**config.mk**
```make
export PLATFORM = sky130hd
export DESIGN_NAME = instr_encoder_loader
export DESIGN_NICKNAME = d
export VERILOG_FILES = /design/src/rtl/instr_encoder_loader.sv
export SDC_FILE = /design/constraint.sdc
export NUM_CORES = 1
export LEC_CHECK = 0
export BUFFER_PORTS_ARGS = -buffer_cell sky130_fd_sc_hd__buf_2
export CORE_ASPECT_RATIO = 1.2
export CORE_MARGIN = 2
export CORE_UTILIZATION = 40
export DETAILED_ROUTE_END_ITERATION = 10
export HOLD_SLACK_MARGIN = 0.03
export PLACE_DENSITY = 0.71
export SYNTH_ARGS = -nofsm -noshare
export SYNTH_HDL_FRONTEND = slang
export SYNTH_SLANG_ARGS = --single-unit
```
**constraint.sdc**
```tcl
create_clock -name clk -period 2.5 [get_ports clk]
set_clock_uncertainty 0.1 [all_clocks]
set_input_delay 0.125 -clock clk [delete_from_list [all_inputs] [get_ports clk]]
set_output_delay 0.125 -clock clk [all_outputs]
set_load 0.05 [all_outputs]
```
**src/rtl/instr_encoder_loader.sv**
```systemverilog
// instr_encoder_loader: checks decoded instruction fields, packs them into 32-bit
// decoder words and writes them to sequential imem word addresses.
`ifndef INSTR_ENC_DEFS
`define INSTR_ENC_DEFS
`define ALUR 4'd0
`define ALUI 4'd1
`define CMPR 4'd2
`define CMPI 4'd3
`define BRANCH 4'd4
`define LOAD 4'd5
`define STORE 4'd6
`define JAL 4'd7
`define INSTR_ADD 4'd0
`define INSTR_SUB 4'd1
`define INSTR_AND 4'd2
`define INSTR_OR 4'd3
`define INSTR_XOR 4'd4
`define INSTR_NAND 4'd5
`define INSTR_NOR 4'd6
`define INSTR_XNOR 4'd7
`define INSTR_MVHI 4'd8
`define INSTR_F 4'd0
`define INSTR_EQ 4'd1
`define INSTR_LT 4'd2
`define INSTR_LTE 4'd3
`define INSTR_T 4'd4
`define INSTR_NE 4'd5
`define INSTR_GTE 4'd6
`define INSTR_GT 4'd7
`define INSTR_B_LAST 4'd13
`endif

module instr_encoder_loader #(
    parameter int ADDR_W     = 32,
    parameter int MAX_INSTRS = 256
) (
    input  logic              clk,
    input  logic              reset,
    input  logic              start,
    input  logic [ADDR_W-1:0] base_addr,
    input  logic              in_valid,
    output logic              in_ready,
    input  logic [3:0]        in_fn,
    input  logic [3:0]        in_opcode,
    input  logic [3:0]        in_rd,
    input  logic [3:0]        in_rs1,
    input  logic [3:0]        in_rs2,
    input  logic [15:0]       in_imm,
    input  logic              in_last,
    output logic              imem_we,
    output logic [ADDR_W-1:0] imem_addr,
    output logic [31:0]       imem_wdata,
    input  logic              imem_ack,
    output logic              busy,
    output logic              done,
    output logic              error,
    output logic [1:0]        err_code,
    output logic [15:0]       count
);
    typedef enum logic [2:0] {IDLE, LOAD, DRAIN, DONE, ERR} state_t;
    localparam logic [15:0] MAX_CNT = 16'(MAX_INSTRS);
    state_t state_q, state_d;
    logic [ADDR_W-1:0] addr_q, addr_d;
    logic [31:0] wdata_q, wdata_d;
    logic we_q, we_d, last_q, last_d;
    logic [15:0] count_q, count_d;
    logic [1:0] err_q, err_d;
    logic op_ok, fn_ok, is_r, is_alu, is_cmp;
    logic [31:0] word;
    always_comb begin
        is_r   = in_opcode == `ALUR || in_opcode == `CMPR;
        is_alu = in_opcode == `ALUR || in_opcode == `ALUI;
        is_cmp = in_opcode == `CMPR || in_opcode == `CMPI;
        word   = {in_fn, in_opcode, is_r ? {12'b0, in_rs2} : in_imm, in_rs1, in_rd};
        op_ok  = in_opcode <= `JAL;
        fn_ok  = is_alu ? in_fn <= `INSTR_MVHI :
                 is_cmp ? in_fn <= `INSTR_GT :
                 in_opcode == `BRANCH ? in_fn <= `INSTR_B_LAST : in_fn == 4'd0;
    end
    always_comb begin
        state_d = state_q;
        addr_d  = addr_q;
        wdata_d = wdata_q;
        we_d    = we_q;
        last_d  = last_q;
        count_d = count_q;
        err_d   = err_q;
        case (state_q)
            IDLE, DONE, ERR: if (start) begin
                addr_d  = base_addr;
                count_d = '0;
                we_d    = 1'b0;
                err_d   = base_addr[1:0] != 2'b00 ? 2'd3 : 2'd0;
                state_d = base_addr[1:0] != 2'b00 ? ERR : LOAD;
            end
            LOAD: if (we_q) begin
                if (imem_ack) begin
                    we_d    = 1'b0;
                    addr_d  = addr_q + ADDR_W'(4);
                    count_d = count_q + 16'd1;
                    state_d = last_q ? DONE : LOAD;
                end
            end else if (in_valid) begin
                err_d   = !op_ok ? 2'd1 : !fn_ok ? 2'd2 : count_q == MAX_CNT ? 2'd3 : 2'd0;
                state_d = (!op_ok || !fn_ok || count_q == MAX_CNT) ? ERR : LOAD;
                we_d    = op_ok && fn_ok && count_q != MAX_CNT;
                wdata_d = we_d ? word : wdata_q;
                last_d  = we_d ? in_last : last_q;
            end
            // Finishes a write that was already issued before the error was raised.
            DRAIN: if (!we_q || imem_ack) begin
                we_d    = 1'b0;
                addr_d  = we_q ? addr_q + ADDR_W'(4) : addr_q;
                count_d = we_q ? count_q + 16'd1 : count_q;
                state_d = ERR;
            end
            default: state_d = IDLE;
        endcase
    end
    always_ff @(posedge clk) begin
        if (reset) begin
            state_q <= IDLE;
            addr_q  <= '0;
            wdata_q <= '0;
            we_q    <= 1'b0;
            last_q  <= 1'b0;
            count_q <= '0;
            err_q   <= '0;
        end else begin
            state_q <= state_d;
            addr_q  <= addr_d;
            wdata_q <= wdata_d;
            we_q    <= we_d;
            last_q  <= last_d;
            count_q <= count_d;
            err_q   <= err_d;
        end
    end
    assign in_ready   = state_q == LOAD && !we_q;
    assign imem_we    = we_q;
    assign imem_addr  = addr_q;
    assign imem_wdata = wdata_q;
    assign busy       = state_q == LOAD || state_q == DRAIN;
    assign done       = state_q == DONE;
    assign error      = state_q == ERR;
    assign err_code   = err_q;
    assign count      = count_q;
endmodule

```
; ---- Word-level counts from Yosys, hierarchy flattened
; Cells that the tools add are included.
[totals]
regBits = 87
wordCells = 97
[classes]
eq_ne = 19
n_reduce_logical = 25
n_lt_le_gt_ge = 4
addsub = 2
mux = 39
bitwise = 1
[ops]
columns = cell, n
row1 = two-way mux 32 bit, 5
row2 = two-way mux 16 bit, 6
row3 = one-hot mux 32 bit (3 select lines), 1
row4 = one-hot mux 16 bit (3 select lines), 1
row5 = "adder 32 x 3 -> 32 bit, second input constant", 1
row6 = two-way mux 3 bit, 7
row7 = "adder 16 x 1 -> 16 bit, second input constant", 1
row8 = "== test 16 x 9 -> 1 bit, second input constant", 1
row9 = two-way mux 2 bit, 8
row10 = "inequality test 16 x 9 -> 1 bit, second input constant", 1
row11 = "inequality test 2 bit, second input constant", 7
row12 = AND reduction 4 bit, 3
row13 = one-hot mux 3 bit (3 select lines), 1
row14 = "== test 4 x 2 -> 1 bit, second input constant", 2
row15 = "less-or-equal comparator 4 x 3 -> 1 bit, second input constant", 2
row16 = "less-or-equal comparator 4 bit, second input constant", 2
row17 = zero test 4 bit, 2
row18 = two-way mux 1 bit, 8
row19 = logical OR 1 bit, 7
row20 = "== test 3 x 2 -> 1 bit, second input constant", 2
row21 = "inequality test 3 bit, second input constant", 2
row22 = AND reduction 6 bit, 1
row23 = "== test 4 x 1 -> 1 bit, second input constant", 1
row24 = "== test 4 x 3 -> 1 bit, second input constant", 1
row25 = 12 further kinds, 17

; ---- Longest topological paths before layout
[depth]
ltp_word = 11
depth_mapped = 10

; ---- Worst setup path after synthesis
; No wires, ideal clock.
[synth_timing]
path_type = flip-flop to flip-flop
start = reg addr_q[2], in the netlist imem_addr[2]
end = reg addr_q[30], in the netlist imem_addr[30]
arrival_time_ns = 2.265
path_slack_ns = -0.002
n_path_buf = 0
path_stages_with_launch = 7
path_cell_list = dfxtp_1 ha_1 nand3_1 or4_1 or3_1 o221ai_1 a21oi_1
[synth_between]
elab_chain_len = 4
[synth_rtl]
columns = item, line_no
row1 = start: declaration, 63  ; logic [ADDR_W-1:0] addr_q, addr_d;
row2 = start signal: assignment, 131  ; addr_q <= addr_d;
row3 = adder 32 x 3 -> 32 bit *, "99, 113"
row4 = "two-way mux 32 bit, on equally long branches", "113, 97"
row5 = "two-way mux 32 bit, on equally long branches", "111, 96"
row6 = one-hot mux 32 bit (3 select lines) *, 88  ; case (state_q)
; Mark *: on every way between the ends. The rest lies on a longest branch, timed or not. The select of a mux whose other input is x is not followed.
; A chain may end at the register's enable or synchronous reset.

; ---- Final worst setup path
[layout_timing]
start = reg state_q[0]
end = out busy
[layout_between]
elab_chain_len = 2
[layout_rtl]
columns = item, line_no
row1 = start: declaration, 62  ; state_t state_q, state_d;
row2 = start signal: assignment, 130  ; state_q <= state_d;
row3 = == test 3 x 1 -> 1 bit or == test 3 x 2 -> 1 bit (tied branches), 143  ; assign busy = state_q == LOAD || state_q == DRAIN;
row4 = logical OR 1 bit *, 143
row5 = end: declaration, 54  ; output logic busy,
; Mark *: on every way between the ends. The rest lies on a longest branch, timed or not.

==> flow_metrics.env <==
export IMPL_cpMostUsedCell="buf_4"
export IMPL_hold_start="base_addr[28]"
export IMPL_antenna_found_initial=0
export IMPL_hpwlAfterDp_um=9770
export IMPL_max_cap_violations=0
export IMPL_grt_total_usage_pct=24.2
export IMPL_postSynthAreaPerCell_sq_um=7.90
export IMPL_final_common_cell="buf_2"
export IMPL_max_stage_delay_ns=0.41
export IMPL_setup_ws_ns=0.226
export IMPL_crit_type="flop to output pin"
export IMPL_outcome="finished clean"
export IMPL_final_max_slew_viol_count=0
export IMPL_yosys_area_top_type_share_pct=38.5
export IMPL_synth_top_family_by_area="simple AND/OR/NAND/NOR gates"
export IMPL_num_rows=42
export IMPL_synth_simple_area_share_pct=27.3
export IMPL_rsz0062_at_grt="false"
export IMPL_grt_pass1_wl_um=23900
export IMPL_irDropWorstVdd_uv=355
export IMPL_relSlewSlack_pct=47.8
export IMPL_wl_per_cell_um=16.1
export IMPL_diodes=0
export IMPL_syn_area_sq_um=4520
export IMPL_crit_chain="buf_4 -> xnor2_2 -> or2_2 -> inv_1 -> buf_4 -> buf_2"
export IMPL_cts_tree="yes"
export IMPL_required_ns=2.28
export IMPL_synth_edf_count=0
export IMPL_placed_area_sq_um=5520
export IMPL_overflow=0
export IMPL_syn_instance_count=572
export IMPL_grt_max_degree=72
export IMPL_arrival_ns=2.05
export IMPL_drive_gt1_share_pct=26.8
export IMPL_area_delta_synth_final_pct=39.5
export IMPL_vias=5186
export IMPL_io_buffers=160
export IMPL_path_delay_family="buffers and inverters"
export IMPL_leakage_nw=2.65
export IMPL_clockRootBuffer="clkbuf_16"
export IMPL_cp_start_kind="flop"
export IMPL_synthXorXnorAreaFrac_pct=1.33
export IMPL_final_cell_mix="160 x buf_2, 86 x dfxtp_1, 56 x nand2_1, 55 x a21oi_1, 52 x nor2_1"
export IMPL_crit_slowest_cell="or2_2"
export IMPL_stdcell_area_sq_um=6310
export IMPL_core_sq_um=11000
export IMPL_drt_pass1_iter_count=5
export IMPL_setup_viol_count_final=0
export IMPL_synth_compound_area_share_pct=23.3
export IMPL_hold_viol_final=0
export IMPL_die_h_um=120
export IMPL_setup_tns_ns=0
export IMPL_worst_pin_slew_ns=0.782
export IMPL_place_ws_ns=0.330
export IMPL_yosysSeqAreaShare_pct=38.5
export IMPL_synth_area_top_cells="dfxtp_1 39%, a21oi_1 6.1%, nand2_1 4.7%"
export IMPL_drt_wl_total_um=14600
export IMPL_min_path_type="input port to flop"
export IMPL_post_route_drc_count=0
export IMPL_critical_path_buf_inv_count=4
export IMPL_post_cts_resized=0
export IMPL_cts_made_buffers=9
export IMPL_yosys_area_top_type="dfxtp_1"
export IMPL_nets=849
export IMPL_muxShareOfSynthArea_pct=4.01
export IMPL_yosys_warnings=0
export IMPL_synth_cell_types=62
export IMPL_critPathLaunch="state_q[0]"
export IMPL_endpoint_kind="output pin"
export IMPL_drt_iter0_drc=399
export IMPL_gp_congestion=0.853
export IMPL_synthesis_nets=649
export IMPL_synthAdderAreaFrac_pct=0.831
export IMPL_dieWidth_um=101
export IMPL_ant_nets=0
export IMPL_cts_buffer_depth=2
export IMPL_min_period_ns=2.27
export IMPL_start_util_pct=41.0
export IMPL_clkTransAtPathRegs_ns=0.06
export IMPL_synthFlopType="dfxtp_1"
export IMPL_ys_ff_latch=87
export IMPL_vias_per_cell=5.71
export IMPL_min_period_over_period_pct=91.0
export IMPL_worstPathMaxFanout=18
export IMPL_postSynth_asyncResetShare_pct=0
export IMPL_powerDensity_nw_per_um2=579
export IMPL_grt_pass1_vias=5009
export IMPL_fmax_ghz=0.440
export IMPL_ff2ff_setup_slack_ns=0.27
export IMPL_utilization_pct=57.1
export IMPL_clk_latency_ns=0.34
export IMPL_die_area_sq_um=12200
export IMPL_r2r_start="state_q[1]"
export IMPL_boundaryPins=161
export IMPL_htree_levels=3
export IMPL_cts_sinks=87
==> registers in the layout, indices dropped and copies added (netlist names) <==
name / count
count: 16
err_code: 2
imem_addr: 32
imem_wdata: 32
imem_we: 1
last_q: 1
state_q: 3
==> Yosys cell counts (all sizes together) (3+ instances only) <==
cell,number
and2,7
nand3,27
mux2i,17
or3,9
o31ai,5
ha,3
o22ai,5
a21o,6
o2111ai,3
and3,11
and4,3
xor2,5
o211ai,6
or2,5
buf,13
dfxtp,87
nand4,12
a211oi,13
a31oi,7
nor4,11
a21oi,55
a311oi,9
o21a,4
nand3b,4
nand2b,17
nor2,52
nand2,56
inv,12
nor3,14
or4,5
clkbuf,26
o21ai,37
==> routing by layer <==
| layer | up-vias | part of all wire (%) | GRT usage [%] |
|---|---|---|---|
| li1 | 2499 | - | - |
| met2 | 234 | 48 | 39.8 |
| met5 | - | 0 | 0 |
| met4 | 0 | 1.9 | 8.70 |
| met1 | 2421 | 42 | 30.6 |
| met3 | 32 | 7.2 | 5.90 |
==> per-stage QoR <==
| step | hold slack (ns) | std cells | total power, mW |
|---|---|---|---|
| 6_report | 0.0396 | 909 | 3.65 |
| 5_1_grt | 0.0503 | 909 | 3.80 |
| 4_1_cts | 0.0326 | 909 | 3.67 |
| 3_5_place_dp | 0.277 | 845 | 2.22 |
| 3_3_place_gp | 0.257 | 845 | 2.20 |
| 2_1_floorplan | 0.161 | 572 | 1.99 |
==> tightest hold or removal path: stages <==
cell and delay [ns]:
buf_2 0.08, a31oi_1 0.06, a31oi_1 0.16
==> report_power, final <==
part	switching (mW)	internal [mW]	leakage [nW]
Sequential	0.0630	1.44	0.709
Clock	0.545	0.854	0.156
Combinational	0.480	0.266	1.79
Total	1.09	2.56	2.65
==> area by class of cell <==
type,count,area [sq um]
clock buffers,13,270
multi-input cells,434,2570
well taps,132,165
inverters,12,45.0
fillers,1009,4730
flip-flops and latches,87,1740
repair buffers,228,1470
clock inverters,3,40.0
==> timing repair <==
item                                   CTS  global route
endpoints found under the hold margin   44             0
setup buffers                            0             0
hold buffers                            48             0
==> path summary, 6_finish.rpt <==
path	cells past startpoint	endpoint
worst max-delay path	6	busy
worst max register to register	6	imem_wdata[1]
worst min-delay path	3	imem_addr[28]
worst min register to register	2	err_code[0]
==> logic make-up (layout without fill, tap and decap cells) <==
family                     count (synthesis)  in the layout
AOI/OAI and AO/OA                        166            166
DFF                                       87             87
buffers and inverters                     51            256
muxes                                     18             18
xor gates and xnor gates                   6              6
adders and majority gates                  3              3
and+or+nand+nor                          241            241
Power figures use the tool's default switching activity.
